### config.mk
export PLATFORM = sky130hd
export DESIGN_NAME = spi_sample_rx
export DESIGN_NICKNAME = d
export VERILOG_FILES = /design/src/rtl/spi_sample_rx.sv
export SDC_FILE = /design/constraint.sdc
export NUM_CORES = 1
export LEC_CHECK = 0
export BUFFER_PORTS_ARGS = -buffer_cell sky130_fd_sc_hd__buf_4
export CAP_MARGIN = 20
export CORE_MARGIN = 2
export CORE_UTILIZATION = 49
export CTS_CLUSTER_SIZE = 14
export DETAILED_ROUTE_END_ITERATION = 7
export PLACE_DENSITY = 0.72
export SYNTH_ARGS = -nofsm -noshare
export SYNTH_HDL_FRONTEND = slang
export SYNTH_SLANG_ARGS = --single-unit
### constraint.sdc
create_clock -name MCU_CLK_25_000 -period 3.92 [get_ports MCU_CLK_25_000]
set_input_delay 0.196 -clock MCU_CLK_25_000 [delete_from_list [all_inputs] [get_ports MCU_CLK_25_000]]
set_output_delay 0.196 -clock MCU_CLK_25_000 [all_outputs]
set_load 0.02 [all_outputs]
### src/rtl/spi_sample_rx.sv
// spi_sample_rx: SPI mode-0 slave receiver for the packed GPS I/Q sample
// stream. Words arrive MSB first; each nibble is {I1,I0,Q1,Q0}. Recovered
// samples are queued in a first-word-fall-through FIFO with valid/ready.
module spi_sample_rx #(
  parameter int unsigned WORD_BITS  = 8,
  parameter int unsigned FIFO_DEPTH = 4
) (
  input  logic        MCU_CLK_25_000,
  input  logic        RESET_P,
  input  logic        SPI_SCK,
  input  logic        SPI_SS,
  input  logic        SPI_MOSI,
  output logic [1:0]  SAMPLE_I,
  output logic [1:0]  SAMPLE_Q,
  output logic        SAMPLE_VALID,
  input  logic        SAMPLE_READY,
  output logic        FRAME_ERR,
  output logic        OVERFLOW,
  output logic [15:0] WORD_COUNT
);

  localparam int unsigned NIBBLES = WORD_BITS / 4;
  localparam int unsigned BW      = $clog2(WORD_BITS);
  localparam int unsigned NW      = $clog2(NIBBLES + 1);
  localparam int unsigned AW      = $clog2(FIFO_DEPTH);

  typedef enum logic {ST_IDLE, ST_ACTIVE} state_t;

  logic sck_s1, sck_s2, sck_d;
  logic ss_s1, ss_s2, ss_d;
  logic mosi_s1, mosi_s2;
  logic sck_rise, ss_rise;

  state_t                 state;
  logic [BW-1:0]          bit_cnt;
  logic [WORD_BITS-2:0]   shift_reg;
  logic [15:0]            word_cnt;
  logic                   frame_err;
  logic                   word_done;
  logic [WORD_BITS-1:0]   next_word;

  logic [WORD_BITS-1:0]   unpack_reg;
  logic [NW-1:0]          nib_cnt;
  logic                   push;
  logic [3:0]             push_data;

  logic [3:0]             mem [FIFO_DEPTH];
  logic [AW:0]            wr_ptr, rd_ptr;
  logic                   fifo_empty, fifo_full, pop, push_ok;
  logic                   overflow;
  logic [3:0]             head;

  // Two-flop synchronizers plus one delay stage for SCK/SS edge detection
  always_ff @(posedge MCU_CLK_25_000) begin
    if (RESET_P) begin
      sck_s1  <= 1'b0;
      sck_s2  <= 1'b0;
      sck_d   <= 1'b0;
      ss_s1   <= 1'b1;
      ss_s2   <= 1'b1;
      ss_d    <= 1'b1;
      mosi_s1 <= 1'b0;
      mosi_s2 <= 1'b0;
    end else begin
      sck_s1  <= SPI_SCK;
      sck_s2  <= sck_s1;
      sck_d   <= sck_s2;
      ss_s1   <= SPI_SS;
      ss_s2   <= ss_s1;
      ss_d    <= ss_s2;
      mosi_s1 <= SPI_MOSI;
      mosi_s2 <= mosi_s1;
    end
  end

  assign sck_rise  = sck_s2 & ~sck_d;
  assign ss_rise   = ss_s2 & ~ss_d;
  assign next_word = {shift_reg, mosi_s2};
  // SS deassert wins over an SCK rise seen in the same cycle
  assign word_done = (state == ST_ACTIVE) && !ss_rise && sck_rise &&
                     (bit_cnt == BW'(WORD_BITS - 1));

  // Receiver FSM: framing, bit shifting, word counting, frame-error pulse
  always_ff @(posedge MCU_CLK_25_000) begin
    if (RESET_P) begin
      state     <= ST_IDLE;
      bit_cnt   <= '0;
      shift_reg <= '0;
      word_cnt  <= '0;
      frame_err <= 1'b0;
    end else begin
      frame_err <= 1'b0;
      case (state)
        ST_IDLE: begin
          bit_cnt <= '0;
          if (!ss_s2) state <= ST_ACTIVE;
        end
        ST_ACTIVE: begin
          if (ss_rise) begin
            state   <= ST_IDLE;
            bit_cnt <= '0;
            if (bit_cnt != '0) frame_err <= 1'b1;
          end else if (sck_rise) begin
            shift_reg <= next_word[WORD_BITS-2:0];
            if (word_done) begin
              bit_cnt  <= '0;
              word_cnt <= word_cnt + 16'd1;
            end else begin
              bit_cnt <= bit_cnt + 1'b1;
            end
          end
        end
        default: state <= ST_IDLE;
      endcase
    end
  end

  assign push      = (nib_cnt != '0);
  assign push_data = unpack_reg[WORD_BITS-1 -: 4];

  // Unpacker: one nibble per cycle, MSB nibble first, after each completed word
  always_ff @(posedge MCU_CLK_25_000) begin
    if (RESET_P) begin
      unpack_reg <= '0;
      nib_cnt    <= '0;
    end else if (word_done) begin
      unpack_reg <= next_word;
      nib_cnt    <= NW'(NIBBLES);
    end else if (push) begin
      unpack_reg <= unpack_reg << 4;
      nib_cnt    <= nib_cnt - 1'b1;
    end
  end

  assign fifo_empty = (wr_ptr == rd_ptr);
  assign fifo_full  = (wr_ptr[AW] != rd_ptr[AW]) &&
                      (wr_ptr[AW-1:0] == rd_ptr[AW-1:0]);
  assign pop        = !fifo_empty && SAMPLE_READY;
  assign push_ok    = push && (!fifo_full || pop);

  // Sample FIFO; a push into a full FIFO with a same-cycle pop reuses the freed slot
  always_ff @(posedge MCU_CLK_25_000) begin
    if (RESET_P) begin
      wr_ptr   <= '0;
      rd_ptr   <= '0;
      overflow <= 1'b0;
      for (int unsigned i = 0; i < FIFO_DEPTH; i++) mem[i] <= '0;
    end else begin
      if (push_ok) begin
        mem[wr_ptr[AW-1:0]] <= push_data;
        wr_ptr              <= wr_ptr + 1'b1;
      end
      if (pop) rd_ptr <= rd_ptr + 1'b1;
      if (push && fifo_full && !pop) overflow <= 1'b1;
    end
  end

  assign head         = mem[rd_ptr[AW-1:0]];
  assign SAMPLE_I     = head[3:2];
  assign SAMPLE_Q     = head[1:0];
  assign SAMPLE_VALID = !fifo_empty;
  assign FRAME_ERR    = frame_err;
  assign OVERFLOW     = overflow;
  assign WORD_COUNT   = word_cnt;

endmodule

; Yosys cells after proc, flatten, opt, wreduce, memory -nomap -nowiden
; Memories as Yosys holds them, arrays and structs flattened. A register that Yosys moved wholly into a read port is not among the register bits.
; Index checks and enable logic that the tools add are counted.
; Widths: inputs -> output; s select.
[word_totals]
regBits = 53
latchBits = 0
ram_bits = 16
mem_bits_ro = 0
output_inout_bits = 23
elab_cells = 79
memories = 1
[op_classes]
addsub = 5
mul = 0
div = 0
order_cmp = 0
eq_ne = 5
n_shift = 0
n_mux = 22
bitwise_logic = 6
n_reduce_logical = 21
[mem_list]
columns = name, depth, width, rd, rd_ports_with_merged_regs, wr, line_no
row1 = mem, 4, 4, 1, 1, 4, 47  ; logic [3:0] mem [FIFO_DEPTH];
[ops]
columns = cell, count
row1 = $add 16x1->16 const B, 1
row2 = $mux 8, 2
row3 = $mux 2, 5
row4 = $add 3x1->3 const B, 3
row5 = $mux 1, 9
row6 = $mux 3, 3
row7 = $logic_and 1x1->1, 8
row8 = $pmux 3 s2, 1
row9 = $logic_not 1->1, 4
row10 = $mux 4, 1
row11 = $not 1->1, 4
row12 = $reduce_and 4->1, 1
row13 = $reduce_bool 2->1, 2
row14 = $reduce_or 4->1, 1
row15 = $eq 3x3->1, 1
row16 = $eq 3x3->1 const B, 1
row17 = $ne 3x3->1 const B, 1
row18 = $reduce_and 3->1, 1
row19 = $reduce_bool 3->1, 1
row20 = $reduce_or 3->1, 1
row21 = $and 1x1->1, 2
row22 = $eq 2x2->1, 1
row23 = $pmux 1 s2, 1
row24 = $reduce_or 2->1, 1
row25 = 3 further kinds, 3

; Longest topological paths before layout
; Gate-level depths: netlist (run 1).
[logic_depth]
word_depth = 10
mapped_depth = 6
ltp_nobuf = 6

; Least setup slack after synthesis (run 1)
; No wires, ideal clock.
[synth_timing]
path_kind = register to register
startpoint = register bit_cnt[0]
endpoint = register word_cnt[10] (netlist: WORD_COUNT[10])
setup_ns = 0.071
arrival_time_ns = 1.688
setup_slack_ns = 2.161
stages_incl_launch_ff = 7
period_less_slack_ns = 1.759
cell_sequence = dfxtp_1 -> ha_1 -> ha_1 -> and4b_4 -> nand3_4 -> or4_1 -> a21oi_1
[synth_via]
elab_chain_len = 3
[synth_rtl]
columns = item, line_no
row1 = from (decl), 35  ; logic [BW-1:0] bit_cnt;
row2 = from (signal assigned), 109  ; bit_cnt <= bit_cnt + 1'b1;
row3 = $eq 3x3->1, 81  ; (bit_cnt == BW'(WORD_BITS - 1));
row4 = $logic_and 1x1->1, 80  ; assign word_done = (state == ST_ACTIVE) && !ss_rise && sck_rise &&
row5 = $reduce_and 4->1 (no source line), n/a
row6 = to (signal assigned), 107  ; word_cnt <= word_cnt + 16'd1;
row7 = to (decl), 37  ; logic [15:0] word_cnt;
; Every way passes these cells.
; A chain may end at the register's enable or synchronous reset.

; Worst setup path in the final report (run 1)
; Same ends and word-level chain as after synthesis.

==> results of run 1 <==
-- synth_stat cells, types with 4 or more instances --
master,number
nand2_1,21
a311oi_1,4
nand4_1,5
nand3_1,8
or4_1,7
o31ai_1,8
xor2_1,9
buf_1,4
mux4_2,4
or2_2,4
dfxtp_1,55
ha_1,6
a21oi_1,19
nor2_1,32
buf_2,5
inv_1,7
nor2b_1,8
edfxtp_1,16
mux2i_1,9
and2_1,5
and3_1,14
-- metal layers --
metal	global-route usage	wire length, um	vias up
met5	0	0	-
met4	0.0984	113	0
met3	0.0359	142	10
met2	0.265	2500	31
met1	0.216	2500	1005
li1	-	-	1084
-- layout make-up --
class | instances | area, um2 | area share
multi-input cells | 197 | 1360 | 0.389
clock inverters | 1 | 5.00 | 0.00143
inverters | 7 | 26.3 | 0.00752
flip-flops and latches | 71 | 1580 | 0.453
well taps | 75 | 93.8 | 0.0269
repair buffers | 28 | 210 | 0.0602
clock buffers | 15 | 218 | 0.0623
-- worst reg2reg max path, stage by stage (launching register included) --
cell and delay (ns):
dfxtp_1 0.36, ha_1 0.16, ha_1 0.23, and4b_4 0.29, nand3_4 0.13, or4_1 0.55
a21oi_1 0.15
-- metrics by stage --
stage / instance area, um2 / hold slack, ns / util
global route: 3490 / 0.0272 / 0.586
detailed placement: 3270 / 0.384 / 0.549
floorplan: 3040 / 0.284 / -
global placement: 3270 / 0.381 / 0.549
finish: 3490 / 0.0332 / 0.586
CTS: 3490 / 0.0222 / 0.586
-- power breakdown --
part | internal (uW) | switching (uW)
combinational | 11.9 | 20.2
clock | 354 | 255
sequential | 756 | 4.49
total | 1120 | 280
-- path summary, 6_finish.rpt --
kind,start,to,slack (ns)
min,SPI_SS,ss_s1$_SDFF_PP1_,0.03
max,bit_cnt[0]$_SDFFE_PP0P_,WORD_COUNT[10]$_SDFFE_PP0P_,1.99
max reg2reg,bit_cnt[0]$_SDFFE_PP0P_,WORD_COUNT[10]$_SDFFE_PP0P_,1.99
min reg2reg,ss_s1$_SDFF_PP1_,ss_s2$_SDFF_PP1_,0.42
-- logic make-up after synthesis --
group,share of synthesized area
compound gates,0.0932
xor+xnor,0.0425
fa+ha+maj,0.0247
buf+inv,0.0317
flops,0.521
mux,0.0631
simple gates,0.224
==> out/results.txt, run 1 <==
R2R depth -> 6
element type at the critical path end -> flop
hold crit path type -> primary input to flop
CP peak stage delay -> 0.55 ns
dominant synthesized flop cell -> dfxtp_1
Synth top area share -> 0.363
worst vdd ir -> 0.000213 V
syn avg cell area -> 10.5 um2
global-route wire length before repair -> 8740 um
area grow syn2layout -> 15.0%
Hold Path Stages -> 2
CTS tree -> built
number of clock sinks -> 71
GP Congestion -> 0.729
slowest CP cell -> or4_1
status -> complete, no violations
final setup TNS -> 0 ns
routed vias/inst -> 5.41
Final Max Slew Viols -> 0
Yosys reg bits -> 71
unrepaired setup endpoints after global routing -> no
crit path max fanout -> 9
Setup Skew -> 0.00551 ns
final hold violations -> 0
Horiz. Die Dim -> 82.7 um
worst relative slew slack -> 0.613
register area share after synthesis -> 0.521
area leader, netlist -> dfxtp_1
commonest non-fill, non-tap cell in the layout -> dfxtp_1
Worst-Skew Late Latency -> 0.34 ns
Fill cells -> 542
dpl hpwl -> 3580 um
hold buffer count at cts -> 0
max cap viols -> 0
final net count -> 326
clk slew on worst S/H paths -> 0.07 ns
commonest cells after routing, fill and taps aside -> dfxtp_1, nor2_1, buf_4
ANT nets after route -> 0
cell count after synthesis -> 289
drt pass-1 iters -> 4
Area contributors post-synth -> dfxtp_1, edfxtp_1, nor2_1
final cell count without fillers -> 394
Inserted Diodes -> 0
critical-path cell list -> ha_1 -> ha_1 -> and4b_4 -> nand3_4 -> or4_1 -> a21oi_1
dpl ws -> 2.01 ns
asr flop ratio synth -> 0
vias in the first global route -> 1940
Placeable Area -> 5960 um2
Post-synth EDFFs -> 16
period utilization -> 0.493
layout cells sized above 1 -> 0.194
syn nets -> 301
Yosys cell types -> 46
via count -> 2130
CP bufs+invs -> 0
Total Wirelength -> 5260 um
Crit Path Category -> flop to flop
Syn. warnings -> 0
htree depth -> 3
worst-margin pin slew -> 0.580 ns
Wirelength per Cell -> 13.3 um
pin count of the biggest net entering global routing -> 61
FP Rows -> 28
Final WS setup -> 1.99 ns
CP required -> 4.20 ns
Post CTS Setup Buffer Count -> 0
Total Power -> 1400 uW
Post-CTS Resized -> 0
IO Port Bufs -> 28
PD cells -> 401 nW/um2
Cell Area, Synth -> 3040 um2
GR Util All Layers -> 0.170
placed cells -> 378
CP Launch Type -> flop
fin crit period -> 1.93 ns
Max Clk Rate -> 518 MHz
Setup-failing EPs final -> 0
Pleak -> 0.00143 uW
Die Area -> 6840 um2
Remaining DRCs -> 0
total grt overflow -> 0
TritonCTS buffer count -> 9
Worst EP arrival -> 2.21 ns
Detailed Route Iter0 Violations -> 86
Max Buffers Root-to-Sink -> 2
buffer type at the clock tree root -> clkbuf_8
Worst path top cell family by delay -> simple AND/OR/NAND/NOR gates
Initial Util -> 0.510
chip height -> 82.7 um
CP dominant cell by count -> ha_1
IO Count -> 29
initial antenna violation count -> 0
Levels on crit path -> 6
No activity file was read; power rests on OpenSTA's default activity.
==> run 2: changes to the inputs <==
--- a/config.mk
+++ b/config.mk
@@ -5,13 +5,14 @@
 export SDC_FILE = /design/constraint.sdc
 export NUM_CORES = 1
 export LEC_CHECK = 0
+export ABC_AREA = 1
 export BUFFER_PORTS_ARGS = -buffer_cell sky130_fd_sc_hd__buf_4
 export CAP_MARGIN = 20
 export CORE_MARGIN = 2
 export CORE_UTILIZATION = 49
 export CTS_CLUSTER_SIZE = 14
 export DETAILED_ROUTE_END_ITERATION = 7
-export PLACE_DENSITY = 0.72
+export PLACE_DENSITY = 0.74
 export SYNTH_ARGS = -nofsm -noshare
 export SYNTH_HDL_FRONTEND = slang
 export SYNTH_SLANG_ARGS = --single-unit
==> constraint.sdc (replaced) <==
create_clock -name MCU_CLK_25_000 -period 1.64 [get_ports MCU_CLK_25_000]
set_input_delay 0.082 -clock MCU_CLK_25_000 [delete_from_list [all_inputs] [get_ports MCU_CLK_25_000]]
set_output_delay 0.082 -clock MCU_CLK_25_000 [all_outputs]
set_load 0.02 [all_outputs]
==> out/results.txt, run 2 <==
status -> complete, no violations (unchanged)
Setup-failing EPs final -> 0 (unchanged)
layout cells sized above 1 -> 0.205 (was 0.194)
Fill cells -> 543 (was 542)
fin crit period -> 1.54 ns (was 1.93 ns)
cell count after synthesis -> 390 (was 289)
buffer type at the clock tree root -> clkbuf_8 (unchanged)
Placeable Area -> 6350 um2 (was 5960 um2)
CP Launch Type -> flop (unchanged)
Worst EP arrival -> 1.57 ns (was 2.21 ns)
Remaining DRCs -> 0 (unchanged)
Max Buffers Root-to-Sink -> 2 (unchanged)
worst r2r src -> rd_ptr[1]$_SDFFE_PP0N_ (was bit_cnt[0]$_SDFFE_PP0P_)
commonest non-fill, non-tap cell in the layout -> nand2_1 (was dfxtp_1)
commonest cells in the netlist -> nand2_1, dfxtp_1, nor2_1 (was dfxtp_1, nor2_1, nand2_1)
dpl hpwl -> 4330 um (was 3580 um)
Final Max Slew Viols -> 0 (unchanged)
global-route wire length before repair -> 10700 um (was 8740 um)
clk slew on worst S/H paths -> 0.07 ns (about the same)
Pleak -> 0.00140 uW (was 0.00143 uW)
Area contributors post-synth -> dfxtp_1, edfxtp_1, nand2_1 (was dfxtp_1, edfxtp_1, nor2_1)
Cell Area, Synth -> 3230 um2 (was 3040 um2)
register area share after synthesis -> 0.490 (was 0.521)
max cap viols -> 0 (unchanged)
worst-margin pin slew -> 0.406 ns (was 0.580 ns)
Syn. warnings -> 0 (unchanged)
Yosys reg bits -> 71 (unchanged)
PD cells -> 897 nW/um2 (was 401 nW/um2)
Max Clk Rate -> 651 MHz (was 518 MHz)
WHS Endpoint -> rd_ptr[2]$_SDFFE_PP0N_ (was ss_s1$_SDFF_PP1_)
WHS -> 0.0416 ns (was 0.0332 ns)
Inserted Diodes -> 0 (unchanged)
Worst-Skew Late Latency -> 0.34 ns (about the same)
total grt overflow -> 0 (unchanged)
Crit Path Category -> flop to flop (unchanged)
syn avg cell area -> 8.28 um2 (was 10.5 um2)
drt pass-1 iters -> 4 (unchanged)
R2R depth -> 8 (was 6)
Synth top area share -> 0.341 (was 0.363)
unrepaired setup endpoints after global routing -> no (unchanged)
multi-input logic area -> 1430 um2 (was 1360 um2)
Horiz. Die Dim -> 85.2 um (was 82.7 um)
metal3 WL -> 266 um (was 142 um)
FF+latch area -> 1580 um2 (about the same)
CTS tree -> built (unchanged)
Wirelength per Cell -> 12.1 um (was 13.3 um)
dominant synthesized flop cell -> dfxtp_1 (unchanged)
Post CTS Setup Buffer Count -> 0 (unchanged)
final net count -> 442 (was 326)
hold crit path type -> primary input to flop (unchanged)
htree depth -> 3 (unchanged)
syn nets -> 402 (was 301)
most common cell in the netlist -> nand2_1 (was dfxtp_1)
Hold Path Stages -> 3 (was 2)
Initial Util -> 0.509 (was 0.510)
routed vias/inst -> 5.14 (was 5.41)
critical path launch point -> rd_ptr[1]$_SDFFE_PP0N_ (was bit_cnt[0]$_SDFFE_PP0P_)
area grow syn2layout -> 16.6% (was 15.0%)
Die Area -> 7260 um2 (was 6840 um2)
commonest cells after routing, fill and taps aside -> nand2_1, dfxtp_1, nor2_1 (was dfxtp_1, nor2_1, buf_4)
ANT nets after route -> 0 (unchanged)
IO Port Bufs -> 28 (unchanged)
total length of routed met2 wires -> 3090 um (was 2500 um)
Setup Skew -> 0.0116 ns (was 0.00551 ns)
number of clock sinks -> 71 (unchanged)
hold path start -> SAMPLE_READY (was SPI_SS)
via count -> 2631 (was 2130)
Met1 Wirelength -> 2740 um (was 2500 um)
Yosys cell types -> 35 (was 46)
crit path max fanout -> 7 (was 9)
Total Wirelength -> 6200 um (was 5260 um)
initial antenna violation count -> 0 (unchanged)
GP Congestion -> 0.842 (was 0.729)
pin count of the biggest net entering global routing -> 41 (was 61)
area leader, netlist -> dfxtp_1 (unchanged)
Detailed Route Iter0 Violations -> 99 (was 86)
worst vdd ir -> 0.000471 V (was 0.000213 V)
FF-to-FF End -> mem[3][3]$_DFFE_PP_ (was WORD_COUNT[10]$_SDFFE_PP0P_)
vias in the first global route -> 2366 (was 1940)
TritonCTS buffer count -> 9 (unchanged)
chip height -> 85.2 um (was 82.7 um)
IO Count -> 29 (unchanged)
element type at the critical path end -> flop (unchanged)
Core Util, Final -> 0.593 (was 0.586)
period utilization -> 0.937 (was 0.493)
final hold violations -> 0 (unchanged)
Reg2Reg Setup Slack -> 0.10 ns (was 1.99 ns)
FP Rows -> 29 (was 28)
final cell count without fillers -> 512 (was 394)
Post-synth EDFFs -> 16 (unchanged)
CP required -> 1.67 ns (was 4.20 ns)
GR Util All Layers -> 0.183 (was 0.170)
placed cells -> 493 (was 378)
asr flop ratio synth -> 0 (unchanged)
top routing layer in use -> met4 (unchanged)
worst relative slew slack -> 0.722 (was 0.613)
-- run 2: cell count changes after synthesis, moves of 9 or more --
cell | before | now
a21oi_1 | 19 | 28
and3_1 | 14 | 0
inv_1 | 7 | 35
mux2i_1 | 9 | 0
nand2_1 | 21 | 80
nand3_1 | 8 | 26
nor2_1 | 32 | 48
o21ai_0 | 2 | 17
-- run 2: worst max path at each step --
stage	endpoint	slack [ns]	cells after the start
2_1_floorplan	mem[0][0]$_SDFFCE_PN0P_	0.02	6
3_3_place_gp	mem[2][3]$_SDFFCE_PN0P_	0.12	5
3_5_place_dp	mem[2][3]$_SDFFCE_PN0P_	-0.02	5
4_1_cts	mem[3][2]$_DFFE_PP_	0.03	7
5_1_grt	mem[0][1]$_SDFFCE_PN0P_	0.001	6
6_report	mem[3][3]$_DFFE_PP_	0.10	8
-- run 2: cell type report --
class,count,share of cell area
clock inverter,5,0.0133
inverter,39,0.0389
multi-input combinational,266,0.379
clock buffer,11,0.0349
sequential,71,0.420
tap,77,0.0256
timing repair buffer,43,0.0877
-- run 2: repair_timing --
item / CTS / global route
endpoints found under the setup margin: 4 / 15
endpoints found under the hold margin: 3 / 0
hold buffers: 3 / 0
resized for setup: 1 / 3
-- run 2: cell families (layout without fill, tap and decap cells) --
kind of cell | count (synthesis) | count (layout) | share of synthesized area
compound gates | 59 | 59 | 0.0980
xor+xnor | 9 | 9 | 0.0267
simple gates | 192 | 192 | 0.291
flops | 71 | 71 | 0.490
buf+inv | 53 | 98 | 0.0717
fa+ha+maj | 6 | 6 | 0.0232
-- run 2: where the power goes --
group / internal, uW / leakage, uW / switching [uW]
combinational: 91.7 / 0.000701 / 142
clock: 691 / 0.0000884 / 612
sequential: 1820 / 0.000611 / 23.8
total: 2600 / 0.00140 / 778
-- run 2: critical path, cell delays in order, from the launching register on --
cell and delay, ns:
dfxtp_1 0.39, inv_1 0.05, nand2_1 0.05, nand2_1 0.08
nor2_4 0.17, nand2_4 0.11, nand4_4 0.11, inv_1 0.06
nor2_2 0.20
-- run 2: per-stage QoR --
step,instance area [um2],setup TNS [ns],setup slack [ns],power (uW)
floorplan,3230,0,0.0191,2020
global placement,3540,0,0.119,2100
detailed placement,3540,-0.0838,-0.0210,2110
CTS,3760,0,0.0305,3410
global route,3770,0,0.00102,3520
finish,3770,0,0.104,3380
-- run 2: layer usage --
layer	track usage	up-vias
met5	0	-
met3	0.0428	13
met4	0.0750	0
met1	0.226	1205
li1	-	1361
met2	0.309	52
==> run 3: changes to the inputs <==
--- a/config.mk
+++ b/config.mk
@@ -8,11 +8,10 @@
 export ABC_AREA = 1
 export BUFFER_PORTS_ARGS = -buffer_cell sky130_fd_sc_hd__buf_4
 export CAP_MARGIN = 20
-export CORE_MARGIN = 2
 export CORE_UTILIZATION = 49
 export CTS_CLUSTER_SIZE = 14
 export DETAILED_ROUTE_END_ITERATION = 7
-export PLACE_DENSITY = 0.74
+export PLACE_DENSITY = 0.72
 export SYNTH_ARGS = -nofsm -noshare
 export SYNTH_HDL_FRONTEND = slang
 export SYNTH_SLANG_ARGS = --single-unit
==> constraint.sdc (replaced) <==
create_clock -name MCU_CLK_25_000 -period 1.6 [get_ports MCU_CLK_25_000]
set_input_delay 0.08 -clock MCU_CLK_25_000 [delete_from_list [all_inputs] [get_ports MCU_CLK_25_000]]
set_output_delay 0.08 -clock MCU_CLK_25_000 [all_outputs]
set_load 0.02 [all_outputs]
==> out/results.txt, run 3 (synthesis results as in run 2) <==
status -> complete, no violations (unchanged)
Core Util, Final -> 0.604 (was 0.593)
final hold violations -> 0 (unchanged)
Die Area -> 6920 um2 (was 7260 um2)
htree depth -> 3 (unchanged)
CTS tree -> built (unchanged)
total grt overflow -> 0 (unchanged)
Placeable Area -> 6350 um2 (unchanged)
WHS Endpoint -> rd_ptr[2]$_SDFFE_PP0N_ (unchanged)
hold crit path type -> primary input to flop (unchanged)
Pleak -> 0.00141 uW (was 0.00140 uW)
IO Port Bufs -> 28 (unchanged)
worst-margin pin slew -> 0.423 ns (was 0.406 ns)
hold path start -> SAMPLE_READY (unchanged)
final setup TNS -> 0 ns (unchanged)
chip height -> 83.2 um (was 85.2 um)
area grow syn2layout -> 18.6% (was 16.6%)
worst relative slew slack -> 0.718 (was 0.722)
commonest cells after routing, fill and taps aside -> nand2_1, dfxtp_1, nor2_1 (unchanged)
Fill cells -> 558 (was 543)
worst vdd ir -> 0.000615 V (was 0.000471 V)
Max Buffers Root-to-Sink -> 2 (unchanged)
Total Power -> 3620 uW (was 3380 uW)
GR Util All Layers -> 0.195 (was 0.183)
routed vias/inst -> 5.11 (was 5.14)
element type at the critical path end -> flop (unchanged)
TritonCTS buffer count -> 9 (unchanged)
Initial Util -> 0.509 (unchanged)
FF+latch area -> 1580 um2 (unchanged)
Worst EP arrival -> 1.57 ns (about the same)
number of clock sinks -> 71 (unchanged)
CP Launch Type -> flop (unchanged)
commonest non-fill, non-tap cell in the layout -> nand2_1 (unchanged)
ANT nets after route -> 0 (unchanged)
worst r2r src -> rd_ptr[0]$_SDFFE_PP0N_ (was rd_ptr[1]$_SDFFE_PP0N_)
CP required -> 1.65 ns (was 1.67 ns)
Reg2Reg Setup Slack -> 0.08 ns (was 0.10 ns)
GP Congestion -> 0.796 (was 0.842)
buffer type at the clock tree root -> clkbuf_8 (unchanged)
period utilization -> 0.949 (was 0.937)
vias in the first global route -> 2425 (was 2366)
crit path max fanout -> 7 (unchanged)
Horiz. Die Dim -> 83.2 um (was 85.2 um)
initial antenna violation count -> 0 (unchanged)
final net count -> 442 (unchanged)
IO Count -> 29 (unchanged)
via count -> 2618 (was 2631)
Max Clk Rate -> 659 MHz (was 651 MHz)
dpl hpwl -> 4390 um (was 4330 um)
Final Max Slew Viols -> 0 (unchanged)
Setup-failing EPs final -> 0 (unchanged)
Wirelength per Cell -> 12.1 um (about the same)
Hold Path Stages -> 3 (unchanged)
fin crit period -> 1.52 ns (was 1.54 ns)
Total Wirelength -> 6210 um (was 6200 um)
max cap viols -> 0 (unchanged)
pin count of the biggest net entering global routing -> 41 (unchanged)
FF-to-FF End -> mem[3][0]$_DFFE_PP_ (was mem[3][3]$_DFFE_PP_)
PD cells -> 944 nW/um2 (was 897 nW/um2)
Detailed Route Iter0 Violations -> 101 (was 99)
clk slew on worst S/H paths -> 0.07 ns (about the same)
R2R depth -> 7 (was 8)
Remaining DRCs -> 0 (unchanged)
multi-input logic area -> 1450 um2 (was 1430 um2)
global-route wire length before repair -> 10800 um (was 10700 um)
drt pass-1 iters -> 4 (unchanged)
Crit Path Category -> flop to flop (unchanged)
Worst-Skew Late Latency -> 0.34 ns (about the same)
FP Rows -> 29 (unchanged)
Inserted Diodes -> 0 (unchanged)
layout cells sized above 1 -> 0.221 (was 0.205)
Setup Skew -> 0.00799 ns (was 0.0116 ns)
## run 3: changes by cell type in the layout (fill, tap and decap cells not counted), sizes merged
| cell | before | now |
|---|---|---|
| inv | 39 | 40 |
| clkbuf | 11 | 13 |
| clkinv | 3 | 1 |
| bufinv | 1 | 0 |
## run 3: how the worst max path moves through the flow
stage               slack (ns)              startpoint  cells after the start                      end
finish                    0.08  rd_ptr[0]$_SDFFE_PP0N_                      7      mem[3][0]$_DFFE_PP_
global route            -0.001  rd_ptr[0]$_SDFFE_PP0N_                      5  mem[1][2]$_SDFFCE_PN0P_
CTS                       0.02  rd_ptr[2]$_SDFFE_PP0N_                      5  mem[0][0]$_SDFFCE_PN0P_
detailed placement       0.005  rd_ptr[2]$_SDFFE_PP0N_                      5  mem[2][0]$_SDFFCE_PN0P_
global placement          0.08  rd_ptr[2]$_SDFFE_PP0N_                      5  mem[2][1]$_SDFFCE_PN0P_
floorplan                 0.06  wr_ptr[0]$_SDFFE_PP0P_                      7  mem[1][0]$_SDFFCE_PN0P_
## run 3: metal layers
metal,global-route usage,share of wire
met1,0.229,0.46
met2,0.343,0.50
met3,0.0447,0.032
met4,0.0752,0.014
met5,0,0
## run 3: where the power goes
group / total [uW] / switching [uW] / leakage, uW / internal (uW)
combinational: 241 / 148 / 0.000685 / 92.8
clock: 1490 / 656 / 0.000112 / 835
sequential: 1890 / 25.0 / 0.000611 / 1860
## run 3: timing repair
item / CTS / global route
hold endpoints to repair: 3 / 0
hold buffers: 3 / 0
resized for setup: 2 / 8
endpoints found under the setup margin: 5 / 20
setup buffers: 0 / 0
## run 3: metrics by stage
stage | instance area (um2) | hold slack (ns) | worst slack [ns] | instances
2_1_floorplan | 3230 | 0.170 | 0.0616 | 390
3_3_place_gp | 3540 | 0.268 | 0.0802 | 493
3_5_place_dp | 3540 | 0.277 | 0.00546 | 493
4_1_cts | 3800 | 0.0326 | 0.0168 | 512
5_1_grt | 3830 | 0.0584 | -0.00121 | 512
6_report | 3830 | 0.0403 | 0.0822 | 512
## run 3: final cells by class
type                    count  share of cell area
multi-input cells         266               0.379
clock buffers              13              0.0526
well taps                  77              0.0251
clock inverters             3             0.00490
repair buffers             43              0.0872
inverters                  39              0.0382
flip-flops and latches     71               0.413
## run 3: worst max-delay path, stage by stage, from the launching register on
cell,delay [ns]
dfxtp_1,0.43
xor2_2,0.21
nor2_4,0.06
nand2_4,0.11
nand2_1,0.08
nand2_1,0.13
nand2_2,0.08
nor2_4,0.13
